--- src/rtl/dsp_top_slice_pkg.sv ---
// Shared encodings and widths for the DSP slice: operand widths, OPMODE X/Y/Z
// multiplexer codes, ALUMODE operations and CARRYINSEL sources.
package dsp_top_slice_pkg;

   localparam int A_W  = 30;
   localparam int B_W  = 18;
   localparam int C_W  = 48;
   localparam int D_W  = 25;
   localparam int AD_W = 25;
   localparam int M_W  = 43;
   localparam int P_W  = 48;

   typedef enum logic [1:0] {
      X_ZERO = 2'b00,
      X_M    = 2'b01,
      X_P    = 2'b10,
      X_AB   = 2'b11
   } opmode_x_e;

   typedef enum logic [1:0] {
      Y_ZERO  = 2'b00,
      Y_MZERO = 2'b01,
      Y_ONES  = 2'b10,
      Y_C     = 2'b11
   } opmode_y_e;

   typedef enum logic [2:0] {
      Z_ZERO  = 3'b000,
      Z_PIN   = 3'b001,
      Z_P     = 3'b010,
      Z_C     = 3'b011,
      Z_P2    = 3'b100,
      Z_PIN17 = 3'b101,
      Z_P17   = 3'b110,
      Z_ZERO7 = 3'b111
   } opmode_z_e;

   typedef enum logic [3:0] {
      ALU_ADD    = 4'b0000,
      ALU_NZADD  = 4'b0001,
      ALU_NOTADD = 4'b0010,
      ALU_ZSUB   = 4'b0011,
      ALU_XOR    = 4'b0100,
      ALU_XNOR   = 4'b0101,
      ALU_AND    = 4'b1100,
      ALU_ANDN   = 4'b1101,
      ALU_OR     = 4'b1110,
      ALU_NOR    = 4'b1111
   } alumode_e;

   typedef enum logic [2:0] {
      CIN_FABRIC = 3'b000,
      CIN_CASC   = 3'b010,
      CIN_ROUND  = 3'b111
   } carryinsel_e;

   function automatic logic [P_W-1:0] sext_m(input logic [M_W-1:0] m);
      return {{(P_W-M_W){m[M_W-1]}}, m};
   endfunction

endpackage

--- src/rtl/dsp_pipe_reg.sv ---
// Generic slice register: CE-gated, asynchronously reset to zero, or a plain
// wire when EN is 0 so one instance covers every configurable pipeline depth.
module dsp_pipe_reg #(
   parameter int W  = 1,
   parameter bit EN = 1'b1
) (
   input  logic         clk_i,
   input  logic         rst_i,
   input  logic         ce_i,
   input  logic [W-1:0] d_i,
   output logic [W-1:0] q_o
);

   generate
      if (EN) begin : g_reg
         logic [W-1:0] data_q;
         always_ff @(posedge clk_i or posedge rst_i) begin
            if (rst_i) begin
               data_q <= '0;
            end else if (ce_i) begin
               data_q <= d_i;
            end
         end
         assign q_o = data_q;
      end else begin : g_byp
         logic unused_w;
         assign unused_w = ^{clk_i, rst_i, ce_i};
         assign q_o      = d_i;
      end
   endgenerate

endmodule

--- src/rtl/dsp_top_slice.sv ---
// DSP slice: registered A/B/C/D inputs, D+-A pre-adder, 25x18 multiplier,
// X/Y/Z-fed 48-bit ALU with carry select, P register and pattern detector.
module dsp_top_slice
   import dsp_top_slice_pkg::*;
#(
   parameter int          AREG        = 1,
   parameter int          BREG        = 1,
   parameter int          CREG        = 1,
   parameter int          DREG        = 1,
   parameter int          ADREG       = 1,
   parameter int          MREG        = 1,
   parameter int          PREG        = 1,
   parameter int          CTRLREG     = 1,
   parameter int          ALUMODEREG  = 1,
   parameter int          INMODEREG   = 1,
   parameter int          CARRYINREG  = 1,
   parameter int          SEL_PATTERN = 0,
   parameter logic [47:0] PATTERN     = 48'h0,
   parameter logic [47:0] MASK        = 48'h0
) (
   input  logic           CLK,
   input  logic           RSTA,
   input  logic           RSTB,
   input  logic           RSTC,
   input  logic           RSTD,
   input  logic           RSTM,
   input  logic           RSTP,
   input  logic           RSTCTRL,
   input  logic           RSTALLCARRYIN,
   input  logic           RSTALUMODE,
   input  logic           RSTINMODE,
   input  logic           CEA1,
   input  logic           CEA2,
   input  logic           CEB1,
   input  logic           CEB2,
   input  logic           CEC,
   input  logic           CED,
   input  logic           CEAD,
   input  logic           CEM,
   input  logic           CEP,
   input  logic           CECTRL,
   input  logic           CEALUMODE,
   input  logic           CECARRYIN,
   input  logic           CEINMODE,
   input  logic [A_W-1:0] A,
   input  logic [B_W-1:0] B,
   input  logic [C_W-1:0] C,
   input  logic [D_W-1:0] D,
   input  logic [A_W-1:0] ACIN,
   input  logic [B_W-1:0] BCIN,
   input  logic [P_W-1:0] PIN,
   input  logic           CARRYCASCIN,
   input  logic           MULTSIGNIN,
   input  logic [4:0]     INMODE,
   input  logic [6:0]     OPMODE,
   input  logic [3:0]     ALUMODE,
   input  logic [2:0]     CARRYINSEL,
   input  logic           CARRYIN,
   output logic [P_W-1:0] P,
   output logic [P_W-1:0] PCOUT,
   output logic [A_W-1:0] ACOUT,
   output logic [B_W-1:0] BCOUT,
   output logic           CARRYOUT,
   output logic           CARRYCASCOUT,
   output logic           MULTSIGNOUT,
   output logic           PATTERN_DETECT,
   output logic           PATTERNB_DETECT
);

   localparam int PB_W = P_W + 4;

   logic [A_W-1:0]  a1_q, a2_q;
   logic [B_W-1:0]  b1_q, b2_q;
   logic [C_W-1:0]  c_q;
   logic [D_W-1:0]  d_q;
   logic [4:0]      inmode_q;
   logic [9:0]      ctrl_q;
   logic [3:0]      alumode_q;
   logic            carryin_q;
   logic [AD_W-1:0] a_mult, ad_d, ad_q;
   logic [B_W-1:0]  b_mult;
   logic [M_W-1:0]  m_full;
   logic [P_W-1:0]  m_d, m_q;
   logic [P_W-1:0]  x_mux, y_mux, z_mux, alu_res, pat;
   logic [P_W:0]    alu_sum;
   logic            cin, alu_carry;
   logic [PB_W-1:0] pb_d, pb_q;
   logic            unused_w;

   opmode_x_e   x_sel;
   opmode_y_e   y_sel;
   opmode_z_e   z_sel;
   alumode_e    alu_sel;
   carryinsel_e cin_sel;

   // Input stage: A/B two-deep chains, C, D and control registers
   dsp_pipe_reg #(.W(A_W), .EN(AREG == 2)) u_a1 (.clk_i(CLK), .rst_i(RSTA), .ce_i(CEA1), .d_i(A),    .q_o(a1_q));
   dsp_pipe_reg #(.W(A_W), .EN(AREG >= 1)) u_a2 (.clk_i(CLK), .rst_i(RSTA), .ce_i(CEA2), .d_i(a1_q), .q_o(a2_q));
   dsp_pipe_reg #(.W(B_W), .EN(BREG == 2)) u_b1 (.clk_i(CLK), .rst_i(RSTB), .ce_i(CEB1), .d_i(B),    .q_o(b1_q));
   dsp_pipe_reg #(.W(B_W), .EN(BREG >= 1)) u_b2 (.clk_i(CLK), .rst_i(RSTB), .ce_i(CEB2), .d_i(b1_q), .q_o(b2_q));
   dsp_pipe_reg #(.W(C_W), .EN(CREG != 0)) u_c  (.clk_i(CLK), .rst_i(RSTC), .ce_i(CEC),  .d_i(C),    .q_o(c_q));
   dsp_pipe_reg #(.W(D_W), .EN(DREG != 0)) u_d  (.clk_i(CLK), .rst_i(RSTD), .ce_i(CED),  .d_i(D),    .q_o(d_q));

   dsp_pipe_reg #(.W(5), .EN(INMODEREG != 0)) u_inmode (
      .clk_i(CLK), .rst_i(RSTINMODE), .ce_i(CEINMODE), .d_i(INMODE), .q_o(inmode_q));
   dsp_pipe_reg #(.W(10), .EN(CTRLREG != 0)) u_ctrl (
      .clk_i(CLK), .rst_i(RSTCTRL), .ce_i(CECTRL), .d_i({CARRYINSEL, OPMODE}), .q_o(ctrl_q));
   dsp_pipe_reg #(.W(4), .EN(ALUMODEREG != 0)) u_alumode (
      .clk_i(CLK), .rst_i(RSTALUMODE), .ce_i(CEALUMODE), .d_i(ALUMODE), .q_o(alumode_q));
   dsp_pipe_reg #(.W(1), .EN(CARRYINREG != 0)) u_carryin (
      .clk_i(CLK), .rst_i(RSTALLCARRYIN), .ce_i(CECARRYIN), .d_i(CARRYIN), .q_o(carryin_q));

   assign x_sel   = opmode_x_e'(ctrl_q[1:0]);
   assign y_sel   = opmode_y_e'(ctrl_q[3:2]);
   assign z_sel   = opmode_z_e'(ctrl_q[6:4]);
   assign cin_sel = carryinsel_e'(ctrl_q[9:7]);
   assign alu_sel = alumode_e'(alumode_q);

   // Pre-adder stage
   always_comb begin
      a_mult = inmode_q[1] ? '0 : a2_q[AD_W-1:0];
      ad_d   = a_mult;
      if (inmode_q[2]) begin
         ad_d = inmode_q[3] ? (d_q - a_mult) : (d_q + a_mult);
      end
   end

   dsp_pipe_reg #(.W(AD_W), .EN(ADREG != 0)) u_ad (
      .clk_i(CLK), .rst_i(RSTD), .ce_i(CEAD), .d_i(ad_d), .q_o(ad_q));

   // Multiplier stage; the low 43 bits of the sign-extended product are exact
   assign b_mult = inmode_q[4] ? b1_q : b2_q;
   assign m_full = {{(M_W-AD_W){ad_q[AD_W-1]}}, ad_q} * {{(M_W-B_W){b_mult[B_W-1]}}, b_mult};
   assign m_d    = sext_m(m_full);

   dsp_pipe_reg #(.W(P_W), .EN(MREG != 0)) u_m (
      .clk_i(CLK), .rst_i(RSTM), .ce_i(CEM), .d_i(m_d), .q_o(m_q));

   // ALU stage
   always_comb begin
      case (x_sel)
         X_M:     x_mux = m_q;
         X_P:     x_mux = P;
         X_AB:    x_mux = {a2_q, b2_q};
         default: x_mux = '0;
      endcase
      case (y_sel)
         Y_ONES:  y_mux = '1;
         Y_C:     y_mux = c_q;
         default: y_mux = '0;
      endcase
      case (z_sel)
         Z_PIN:        z_mux = PIN;
         Z_P, Z_P2:    z_mux = P;
         Z_C:          z_mux = c_q;
         Z_PIN17:      z_mux = $signed(PIN) >>> 17;
         Z_P17:        z_mux = $signed(P) >>> 17;
         default:      z_mux = '0;
      endcase
      case (cin_sel)
         CIN_FABRIC: cin = carryin_q;
         CIN_CASC:   cin = CARRYCASCIN;
         CIN_ROUND:  cin = ~m_q[P_W-1];
         default:    cin = 1'b0;
      endcase
   end

   always_comb begin
      alu_sum   = '0;
      alu_res   = '0;
      alu_carry = 1'b0;
      case (alu_sel)
         ALU_ADD, ALU_NOTADD: alu_sum = {1'b0, z_mux} + {1'b0, x_mux} + {1'b0, y_mux} + {{P_W{1'b0}}, cin};
         ALU_NZADD:           alu_sum = {1'b0, ~z_mux} + {1'b0, x_mux} + {1'b0, y_mux} + {{P_W{1'b0}}, cin};
         ALU_ZSUB:            alu_sum = {1'b0, z_mux} - {1'b0, x_mux} - {1'b0, y_mux} - {{P_W{1'b0}}, cin};
         default:             alu_sum = '0;
      endcase
      case (alu_sel)
         ALU_ADD, ALU_NZADD, ALU_ZSUB: begin
            alu_res   = alu_sum[P_W-1:0];
            alu_carry = alu_sum[P_W];
         end
         ALU_NOTADD: begin
            alu_res   = ~alu_sum[P_W-1:0];
            alu_carry = alu_sum[P_W];
         end
         ALU_XOR:  alu_res = x_mux ^ z_mux;
         ALU_XNOR: alu_res = ~(x_mux ^ z_mux);
         ALU_AND:  alu_res = x_mux & z_mux;
         ALU_ANDN: alu_res = x_mux & ~z_mux;
         ALU_OR:   alu_res = x_mux | z_mux;
         ALU_NOR:  alu_res = ~(x_mux | z_mux);
         default:  alu_res = '0;
      endcase
   end

   // Output stage: flags share the P register so they stay aligned with P
   assign pat  = (SEL_PATTERN != 0) ? PATTERN : c_q;
   assign pb_d = {alu_carry, m_q[P_W-1],
                  (((alu_res ^ ~pat) & ~MASK) == '0),
                  (((alu_res ^ pat) & ~MASK) == '0),
                  alu_res};

   dsp_pipe_reg #(.W(PB_W), .EN(PREG != 0)) u_p (
      .clk_i(CLK), .rst_i(RSTP), .ce_i(CEP), .d_i(pb_d), .q_o(pb_q));

   assign P               = pb_q[P_W-1:0];
   assign PCOUT           = P;
   assign PATTERN_DETECT  = pb_q[P_W];
   assign PATTERNB_DETECT = pb_q[P_W+1];
   assign MULTSIGNOUT     = pb_q[P_W+2];
   assign CARRYOUT        = pb_q[P_W+3];
   assign CARRYCASCOUT    = pb_q[P_W+3];
   assign ACOUT           = a2_q;
   assign BCOUT           = b2_q;

   assign unused_w = ^{ACIN, BCIN, MULTSIGNIN, inmode_q[0]};

endmodule

--- config.mk ---
export PLATFORM = sky130hd
export DESIGN_NAME = dsp_top_slice
export DESIGN_NICKNAME = d
export VERILOG_FILES = /design/src/rtl/dsp_top_slice_pkg.sv /design/src/rtl/dsp_pipe_reg.sv /design/src/rtl/dsp_top_slice.sv
export SDC_FILE = /design/constraint.sdc
export NUM_CORES = 2
export LEC_CHECK = 0
export BUFFER_PORTS_ARGS = -buffer_cell sky130_fd_sc_hd__buf_2
export CORE_MARGIN = 4
export CORE_UTILIZATION = 35
export DETAILED_ROUTE_END_ITERATION = 6
export GPL_ROUTABILITY_DRIVEN = 0
export HOLD_SLACK_MARGIN = 0.06
export PLACE_DENSITY_LB_ADDON = 0.08
export REMOVE_ABC_BUFFERS = 1
export SYNTH_ARGS = -nofsm -noshare
export SYNTH_HDL_FRONTEND = slang
export SYNTH_SLANG_ARGS = --single-unit
--- constraint.sdc ---
create_clock -name CLK -period 7.9 [get_ports CLK]
set_input_delay 1.58 -clock CLK [delete_from_list [all_inputs] [get_ports CLK]]
set_output_delay 1.58 -clock CLK [all_outputs]
set_load 0.01 [all_outputs]
==> flow_metrics.env <==
export IMPL_vias_per_cell=5.60
export IMPL_yosys_top_cells_count="inv_1, nand2_1, fa_1"
export IMPL_crit_slowest_cell="or4_1"
export IMPL_final_seq_area_mm2=0.00653
export IMPL_finalMaxSlewViolations=0
export IMPL_yosysSeqAreaShare=0.125
export IMPL_yosys_warnings=0
export IMPL_wl_per_cell_um=26.0
export IMPL_routed_wl_um=228000
export IMPL_post_dp_hpwl_um=184000
export IMPL_worstPathMaxFanout=4
export IMPL_finalClockSkew_ns=0.0397
export IMPL_cp_required_ns=8.48
export IMPL_syn_cell_area_mm2=0.0521
export IMPL_die_h_um=394
export IMPL_grt_ovfl_total=0
export IMPL_fmax_ghz=0.129
export IMPL_drc=0
export IMPL_synthSimpleGateAreaFrac=0.155
export IMPL_finalHoldViolations=0
export IMPL_crit_type="in2reg"
export IMPL_avgSynthCellArea_um2=8.34
export IMPL_critPathBufInv=6
export IMPL_crit_top_cell="buf_4"
export IMPL_die_area_mm2=0.155
export IMPL_reg2reg_to="u_p.q_o[49]$_DFFE_PP0P_"
export IMPL_vias=49300
export IMPL_yosysUniqueCellTypes=104
export IMPL_synth_top_family_by_area="adder cells"
export IMPL_grt_total_usage=0.289
export IMPL_htreeDepth=2
export IMPL_antenna_left=0
export IMPL_synth_async_reset_ratio=1.00
export IMPL_reg2regPathDepth=24
export IMPL_synth_edf_count=0
export IMPL_muxShareOfSynthArea=0.0697
export IMPL_dieWidth_um=394
export IMPL_clk_pin_slew_worst_paths_ns=0.06
export IMPL_worstPathArrival_ns=8.33
export IMPL_r2r_start="u_ctrl.q_o[1]$_DFFE_PP0P_"
export IMPL_filler_cell_count=15300
export IMPL_place_ws_ns=-0.675
export IMPL_relSlewSlack=0.210
export IMPL_grt_pass1_wl_um=334000
export IMPL_io_buffers=359
export IMPL_initial_core_util=0.353
export IMPL_cts_root_buffer="clkbuf_16"
export IMPL_yosys_top_cells_area="fa_1, dfrtp_1, ha_1"
export IMPL_drive_gt1_frac=0.199
export IMPL_multiInputGateArea_mm2=0.0405
export IMPL_grt_max_degree=54
export IMPL_tns_ns=0
export IMPL_status="finished, final reports clean"
export IMPL_numCtsBuffers=40
export IMPL_period_needed_ns=7.75
export IMPL_synth_compound_area_share=0.181
export IMPL_crit_family="simple AND/OR/NAND/NOR gates"
export IMPL_netlist_area_leader_share=0.226
export IMPL_whs_endpoint="u_m.q_o[9]$_DFFE_PP0P_"
export IMPL_first_pass_iters=5
export IMPL_ys_ff_latch=260
export IMPL_layout_nets=8093
export IMPL_synth_cells=6253
export IMPL_synth_xor_area_frac=0.0397
export IMPL_synthAdderAreaFrac=0.326
export IMPL_synth_ff_type="dfrtp_1"
export IMPL_synth_largest_area_cell="fa_1"
export IMPL_cts_sinks=260
export IMPL_num_rows=141
export IMPL_hold_path_class="reg2reg"
export IMPL_fin_crit_sh=0.982
export IMPL_drv_cap=0
export IMPL_cp_end_kind="flop"
export IMPL_reg2reg_setup_slack_ns=0.19
export IMPL_start_kind="primary input"
export IMPL_hp_start="u_m.q_o[9]$_DFFE_PP0P_"
export IMPL_antenna_found_initial=26
export IMPL_io_pins=412
export IMPL_setup_violations=0
export IMPL_grt_pass1_vias=49100
export IMPL_core_mm2=0.148
export IMPL_tightest_slew_ns=1.18
export IMPL_setup_slack_ns=0.146
export IMPL_post_synth_top_count_cell="inv_1"
export IMPL_areaGrowthSynthToFinish_pct=16.1
export IMPL_clkLatencyLatePin_ns=0.65
export IMPL_critPathMaxStageDelay_ns=0.68
export IMPL_cts_tree="built"
export IMPL_min_path_cells=1
export IMPL_clk_path_buf_depth=3
export IMPL_drt_iter0_drc=4745
==> metal layers <==
metal,vias to the layer above,share of wire,track usage
li1,22200,-,-
met1,24500,0.43,0.397
met2,2188,0.44,0.453
met3,409,0.084,0.0512
met4,6,0.049,0.115
met5,-,0.00017,0
==> how the worst max path moves through the flow <==
stage / slack (ns) / to / cells past startpoint / from
detailed placement: -0.68 / u_m.q_o[42]$_DFFE_PP0P_ / 30 / B[3]
global placement: -0.69 / u_m.q_o[42]$_DFFE_PP0P_ / 30 / B[3]
global route: -0.001 / u_m.q_o[42]$_DFFE_PP0P_ / 30 / B[3]
CTS: 0.03 / u_m.q_o[42]$_DFFE_PP0P_ / 30 / B[4]
finish: 0.15 / u_p.q_o[49]$_DFFE_PP0P_ / 26 / PIN[0]
floorplan: -0.63 / u_p.q_o[49]$_DFFE_PP0P_ / 15 / u_alumode.q_o[0]$_DFFE_PP0P_
==> sequential cells by signal, indices dropped and copies added (netlist names) <==
register,count
u_m.q_o,43
u_ctrl.q_o,10
u_alumode.q_o,4
u_ad.q_o,25
u_inmode.q_o,4
u_b2.q_o,18
u_carryin.q_o,1
u_d.q_o,25
u_a2.q_o,30
u_p.q_o,52
u_c.q_o,48
==> what timing repair did <==
| item | in CTS | in global routing |
|---|---|---|
| hold buffers | 0 | 0 |
| endpoints found under the setup margin | 2 | 10 |
| pin swaps | 0 | 6 |
| gates resized for setup | 1 | 26 |
| gates cloned | 0 | 1 |
| buffers inserted | 0 | 2 |
==> final cells by class <==
| cell class | count | area share |
|---|---|---|
| repair buffers | 931 | 0.103 |
| diodes | 12 | 0.000496 |
| multi-input cells | 4660 | 0.669 |
| clock buffers | 52 | 0.0183 |
| flip-flops and latches | 260 | 0.108 |
| well taps | 1930 | 0.0399 |
| clock inverters | 20 | 0.00426 |
| inverters | 930 | 0.0577 |
==> cell families (layout without fill, tap and decap cells) <==
| kind of cell | after synthesis | count (layout) |
|---|---|---|
| multiplexers | 321 | 322 |
| flip-flops | 260 | 260 |
| AND/OR/NAND/NOR | 1680 | 1680 |
| adder cells (fa/ha/maj) | 1007 | 1007 |
| buffers and inverters | 1334 | 1933 |
| XOR/XNOR | 235 | 235 |
| other | 0 | 12 |
| AO/OA/AOI/OAI | 1416 | 1416 |
==> stage by stage <==
| stage | area [um^2] | std cells | util | hold WS (ns) |
|---|---|---|---|---|
| finish | 60500 | 8795 | 0.409 | 0.482 |
| global route | 60500 | 8785 | 0.409 | 0.510 |
| CTS | 60400 | 8780 | 0.408 | 0.484 |
| detailed placement | 59000 | 8708 | 0.399 | 0.469 |
| global placement | 59000 | 8708 | 0.399 | 0.460 |
| floorplan | 50300 | 5849 | - | 0.448 |
==> placed cells by master, fill, tap and decap left out, drive strengths merged, types with 20 or more instances in the layout <==
cell type | netlist | layout
o31ai | 37 | 37
nand2b | 45 | 45
nor3 | 88 | 88
inv | 929 | 930
a211o | 21 | 21
nand3 | 97 | 97
or3 | 37 | 37
o21ai | 279 | 279
xor2 | 56 | 56
ha | 418 | 418
nand2 | 604 | 604
a21o | 92 | 92
nor2b | 110 | 110
fa | 589 | 589
and3 | 46 | 46
a211oi | 60 | 60
nor2 | 352 | 352
o211ai | 69 | 69
a22oi | 51 | 51
or2 | 40 | 40
a21oi | 403 | 403
mux2 | 228 | 229
xnor2 | 178 | 178
a221o | 29 | 29
nand3b | 20 | 20
o21a | 49 | 49
buf | 164 | 931
mux2i | 82 | 82
and2 | 95 | 95
dfrtp | 260 | 260
clkbuf | 240 | 52
a31oi | 54 | 54
nand4 | 53 | 53
nor4 | 25 | 25
o21bai | 28 | 28
Power is left out: the tool's default activity adds up to more than one toggle a clock period on the data nets, which glitch-free logic cannot reach.
